==> src/rtl/game_pkg.sv <==
// Shared definitions for the dino-runner game-flow controller.
package game_pkg;

  typedef enum logic [1:0] {
    ST_IDLE  = 2'd0,
    ST_RUN   = 2'd1,
    ST_DYING = 2'd2,
    ST_OVER  = 2'd3
  } state_t;

  localparam int              BCD_W     = 16;
  localparam logic [BCD_W-1:0] SCORE_MAX = 16'h9999;

endpackage

==> src/rtl/game_sequencer_bcd_counter4.sv <==
// Four-digit BCD up-counter that sticks at 9999 instead of wrapping.
module bcd_counter4
  import game_pkg::*;
(
  input  logic             clk,
  input  logic             rst,
  input  logic             clr,
  input  logic             inc,
  output logic [BCD_W-1:0] value
);

  logic [BCD_W-1:0] r_val;
  logic [BCD_W-1:0] w_next;

  // Ripple a +1 through the digits: each 9 rolls to 0 and carries on.
  always_comb begin
    logic v_c;
    w_next = r_val;
    v_c    = 1'b1;
    for (int i = 0; i < 4; i++) begin
      if (v_c) begin
        if (r_val[i*4 +: 4] == 4'd9) begin
          w_next[i*4 +: 4] = 4'd0;
        end else begin
          w_next[i*4 +: 4] = r_val[i*4 +: 4] + 4'd1;
          v_c              = 1'b0;
        end
      end
    end
  end

  // Clear has priority over increment; increments at 9999 are dropped.
  always_ff @(posedge clk or posedge rst) begin
    if (rst)                            r_val <= '0;
    else if (clr)                       r_val <= '0;
    else if (inc && r_val != SCORE_MAX) r_val <= w_next;
  end

  assign value = r_val;

endmodule

==> src/rtl/game_sequencer.sv <==
// Game-flow controller: start/run/death/game-over sequencing, scroll speed,
// BCD score and high score.
module game_sequencer
  import game_pkg::*;
#(
  parameter int FRAMES_PER_POINT = 6,
  parameter int SPEED_STEP       = 100,
  parameter int MIN_SPEED        = 2,
  parameter int MAX_SPEED        = 8,
  parameter int DEATH_FRAMES     = 60,
  parameter int SPEED_W          = 4
) (
  input  logic               clk,
  input  logic               rst,
  input  logic               start_btn,
  input  logic               frame_tick,
  input  logic               freeze,
  output logic [1:0]         state,
  output logic               run_en,
  output logic               clear_pulse,
  output logic [SPEED_W-1:0] speed,
  output logic [BCD_W-1:0]   score,
  output logic [BCD_W-1:0]   hi_score,
  output logic               flash
);

  localparam int FC_W = (FRAMES_PER_POINT > 1) ? $clog2(FRAMES_PER_POINT) : 1;
  localparam int PC_W = (SPEED_STEP > 1)       ? $clog2(SPEED_STEP)       : 1;
  localparam int DC_W = (DEATH_FRAMES > 1)     ? $clog2(DEATH_FRAMES)     : 1;

  state_t             r_state;
  logic               r_sync1, r_sync2, r_sync3;
  logic [FC_W-1:0]    r_frame_cnt;
  logic [PC_W-1:0]    r_pts_cnt;
  logic [DC_W-1:0]    r_death_cnt;
  logic [2:0]         r_flash_cnt;
  logic               r_clear_pulse;
  logic               r_flash;
  logic [SPEED_W-1:0] r_speed;
  logic [BCD_W-1:0]   r_hi_score;

  logic               w_start_rise;
  logic               w_go;
  logic               w_point;
  logic [BCD_W-1:0]   w_score;

  // Two-flop synchroniser plus one history flop for rising-edge detect.
  always_ff @(posedge clk or posedge rst) begin
    if (rst) {r_sync3, r_sync2, r_sync1} <= 3'b000;
    else     {r_sync3, r_sync2, r_sync1} <= {r_sync2, r_sync1, start_btn};
  end

  assign w_start_rise = r_sync2 & ~r_sync3;
  assign w_go         = ((r_state == ST_IDLE) || (r_state == ST_OVER)) && w_start_rise;
  // A point is earned on the last frame of a period, unless a collision
  // lands in the same cycle (collision wins, nothing advances).
  assign w_point      = (r_state == ST_RUN) && frame_tick && !freeze &&
                        (r_frame_cnt == FC_W'(FRAMES_PER_POINT - 1));

  bcd_counter4 u_score (
    .clk   (clk),
    .rst   (rst),
    .clr   (w_go),
    .inc   (w_point),
    .value (w_score)
  );

  // Game FSM with its registered side outputs and frame/point/death counters.
  always_ff @(posedge clk or posedge rst) begin
    if (rst) begin
      r_state       <= ST_IDLE;
      r_clear_pulse <= 1'b0;
      r_frame_cnt   <= '0;
      r_pts_cnt     <= '0;
      r_death_cnt   <= '0;
      r_flash_cnt   <= '0;
      r_flash       <= 1'b0;
      r_speed       <= SPEED_W'(MIN_SPEED);
      r_hi_score    <= '0;
    end else begin
      r_clear_pulse <= 1'b0;
      case (r_state)
        ST_IDLE, ST_OVER: begin
          if (w_start_rise) begin
            r_state       <= ST_RUN;
            r_clear_pulse <= 1'b1;
            r_frame_cnt   <= '0;
            r_pts_cnt     <= '0;
            r_speed       <= SPEED_W'(MIN_SPEED);
          end
        end
        ST_RUN: begin
          if (freeze) begin
            r_state     <= ST_DYING;
            r_death_cnt <= '0;
            r_flash_cnt <= '0;
            r_flash     <= 1'b1;
            if (w_score > r_hi_score) r_hi_score <= w_score;
          end else if (frame_tick) begin
            if (w_point) begin
              r_frame_cnt <= '0;
              if (r_pts_cnt == PC_W'(SPEED_STEP - 1)) begin
                r_pts_cnt <= '0;
                if (r_speed < SPEED_W'(MAX_SPEED)) r_speed <= r_speed + 1'b1;
              end else begin
                r_pts_cnt <= r_pts_cnt + 1'b1;
              end
            end else begin
              r_frame_cnt <= r_frame_cnt + 1'b1;
            end
          end
        end
        ST_DYING: begin
          if (frame_tick) begin
            if (r_death_cnt == DC_W'(DEATH_FRAMES - 1)) begin
              r_state <= ST_OVER;
              r_flash <= 1'b0;
            end else begin
              r_death_cnt <= r_death_cnt + 1'b1;
              r_flash_cnt <= r_flash_cnt + 1'b1;
              if (r_flash_cnt == 3'd7) r_flash <= ~r_flash;
            end
          end
        end
        default: r_state <= ST_IDLE;
      endcase
    end
  end

  assign state       = r_state;
  assign run_en      = (r_state == ST_RUN);
  assign clear_pulse = r_clear_pulse;
  assign speed       = r_speed;
  assign score       = w_score;
  assign hi_score    = r_hi_score;
  assign flash       = r_flash;

endmodule

==> config.mk <==
export PLATFORM = sky130hd
export DESIGN_NAME = game_sequencer
export DESIGN_NICKNAME = d
export VERILOG_FILES = /design/src/rtl/game_pkg.sv /design/src/rtl/game_sequencer_bcd_counter4.sv /design/src/rtl/game_sequencer.sv
export SDC_FILE = /design/constraint.sdc
export NUM_CORES = 1
export LEC_CHECK = 0
export CAP_MARGIN = 20
export CORE_UTILIZATION = 60
export CTS_CLUSTER_SIZE = 14
export DETAILED_ROUTE_END_ITERATION = 16
export PLACE_DENSITY = 0.85
export SETUP_SLACK_MARGIN = 0.3
export SLEW_MARGIN = 25
export SYNTH_ARGS = -nofsm -noshare
export SYNTH_HDL_FRONTEND = slang
export SYNTH_HIERARCHICAL = 1
export SYNTH_SLANG_ARGS = --single-unit
==> constraint.sdc <==
create_clock -name clk -period 4.3 [get_ports clk]
set_input_delay 0.86 -clock clk [delete_from_list [all_inputs] [get_ports clk]]
set_output_delay 0.86 -clock clk [all_outputs]
set_load 0.05 [all_outputs]
==> summary.txt <==
max incr delay on CP: 0.92 ns
largest delay contributor family on the critical path: buffers and inverters
initial antenna violation count: 0
Core Util, Final: 73.2%
cts hold-fix bufs: 0
die height: 80.1 µm
Max-cap violations: 0
power per cell area: 435 nW/µm²
CTS resizes: 0
area leader, netlist: dfrtp_1
CP max-delay cell: clkdlybuf4s50_1
status: complete, but fails checks
Post-Syn Instances: 348
Seq/Total Area, Yosys: 42.4%
CTS H-tree depth: 3
critical path endpoint category: primary output
Crit Path Class: flip-flop to primary output
Slew HR: 45.6%
crit-path cells: inv_1 > ha_1 > clkdlybuf4s50_1
RSZ-0062 raised after global routing: no
DP HPWL: 5490 µm
ys flop type: dfrtp_1
Post-Route WL: 7590 µm
post-CTS setup buffers: 0
CTS tree: built
RePlAce Congestion: 0.846
final count of hold timing violations: 0
Max clock buf depth: 2
crit path DAT: 2.26 ns
Final Setup Violations: 0
Worst-Skew Late Latency: 0.33 ns
crit start category: flip-flop
achievable frequency: 320 MHz
IO buf count: 45
period utilization: 72.6%
routed via count: 2755
Distinct cells, synth: 62
DR vias/cell: 5.82
most frequent cell after synthesis: dfrtp_1
Hold WS: 0.349 ns
Pleak: 1.99 nW
failing checks: design-rule violations
# clock sinks: 62
setup_tns: 0 ns
number of remaining DRC errors: 1
CORE AREA: 5890 µm²
syn nets: 386
Post-synth top cells: 61 x dfrtp_1, 33 x ha_1, 29 x inv_1, 23 x nor2_1
Synth-to-Final Area Change: 17.8%
Yosys Warn Count: 6
# fillers: 435
post-layout min period: 3.12 ns
Mean Syn Cell Area: 10.5 µm²
Die Area: 6420 µm²
Async S/R FF share, synth: 100%
Initial Utilization: 62.2%
wire length per cell: 16.0 µm
layout cells sized above 1: 12.3%
First-pass DRT Iterations: 10
EDFF count, synth: 0
register area: 1550 µm²
area of the multi-input gates: 1910 µm²
largest net degree at the start of global routing: 25
Root Buffer: clkbuf_8
synth top area cells: dfrtp_1 42%, ha_1 11%, mux2_4 4.1%, inv_1 3.0%, a21oi_1 2.6%
Die Wd: 80.1 µm
hold crit path type: flip-flop to flip-flop
Final WS setup: 1.18 ns
Critical path buffers and inverters: 2
synthesized area: 3660 µm²
vias in the first global route: 2671
worst path required time: 3.44 ns
synthesized flop and latch total: 62
Post-Place Worst Slack: 1.20 ns
clock transition at the registers of the reported paths: 0.06 ns
final number of max-transition violations: 0
global route overflow: 0
initial detailed-routing violation count: 126
gr usage total: 25.8%
Worst-Margin Slew: 0.811 ns
Peak VDD IR: 0.000502 V
largest fanout on the critical path: 18
Site Rows: 28
number of diodes: 0
Net count, final: 434
io pins: 46
post-synth top area share: 41.7%
first-pass GRT wire length: 12500 µm
Layout Skew: 0.00851 ns
Final ANT Viol Nets: 0
TritonCTS buffer count: 9
-- layout by cell type (no fill, tap or decap), types with 6 or more instances in the layout --
cell	count
nand2b_1	6
clkbuf_8	11
o21ai_0	12
or3_1	6
mux2_4	10
a21o_1	6
nor2_1	23
nand2_1	19
clkdlybuf4s50_1	45
mux2_2	8
dfrtp_1	61
nand3_1	12
inv_1	28
a21oi_1	19
ha_1	33
-- worst register-to-register path, delay by kind of cell, from the launching register on --
family	cells	cell delay (ns)
AND/OR/NAND/NOR	5	1.68
adder cells (fa/ha/maj)	1	0.53
flip-flops	1	0.42
AO/OA/AOI/OAI	1	0.13
buffers and inverters	1	0.07
-- per-layer routing --
layer  global-route usage, %  vias up  wire length [µm]
met2                    43.8       54              3860
met1                    32.1     1347              3400
met4                    12.5        0               126
li1                        -     1344                 -
met5                       0        -                 0
met3                    3.98       10               199
-- flip-flops by register name, indices dropped and copies added (netlist names) --
register / cells
clear_pulse: 1
r_pts_cnt: 7
r_death_cnt: 6
r_sync3: 1
hi_score: 16
u_score/value: 16
state: 2
r_flash_cnt: 3
speed: 4
r_frame_cnt: 3
r_sync2: 1
r_sync1: 1
flash: 1
-- cell families (layout without fill, tap and decap cells) --
family | after synthesis | count (layout) | share of synthesized area [%]
compound gates | 73 | 73 | 13.4
xor+xnor | 6 | 6 | 1.44
fa+ha+maj | 33 | 33 | 11.3
buf+inv | 41 | 91 | 5.30
flops | 62 | 62 | 42.4
mux | 22 | 22 | 7.66
simple gates | 111 | 111 | 18.5
-- final timing paths --
path                                       from                             to  slack (ns)  cells past startpoint
setup / recovery           state[1]$_DFFE_PP0P_                         run_en        1.18                      3
hold / removal                r_sync1$_DFF_PP0_              r_sync2$_DFF_PP0_        0.35                      0
hold reg to reg               r_sync1$_DFF_PP0_              r_sync2$_DFF_PP0_        0.35                      0
setup reg to reg           state[1]$_DFFE_PP0P_  u_score/value[14]$_DFFE_PP0P_        1.40                      8
max in group asynchronous                   rst           speed[1]$_DFFE_PP1P_        2.57                      3
min in group asynchronous                   rst        hi_score[3]$_DFFE_PP0P_        0.93                      2
-- through the flow --
stage	power, mW	instances	cell area, µm²
after global routing	1.99	473	4310
after global placement	1.42	460	4150
after floorplan	1.26	348	3660
final	1.88	473	4310
after CTS	1.89	473	4310
after detailed placement	1.45	460	4150
-- where the power goes --
group | internal [mW] | switching, mW | total (mW)
clock network | 0.229 | 0.207 | 0.435
registers | 0.658 | 0.0716 | 0.730
logic | 0.259 | 0.452 | 0.711
-- cell type report --
class	instances	share of cell area, %
clock buffer	11	3.51
timing repair buffer	49	11.1
clock inverter	2	0.232
inverter	29	2.53
multi-input combinational	245	44.4
sequential	62	36.0
tap	75	2.18
No activity file was read; power rests on OpenSTA's default activity.
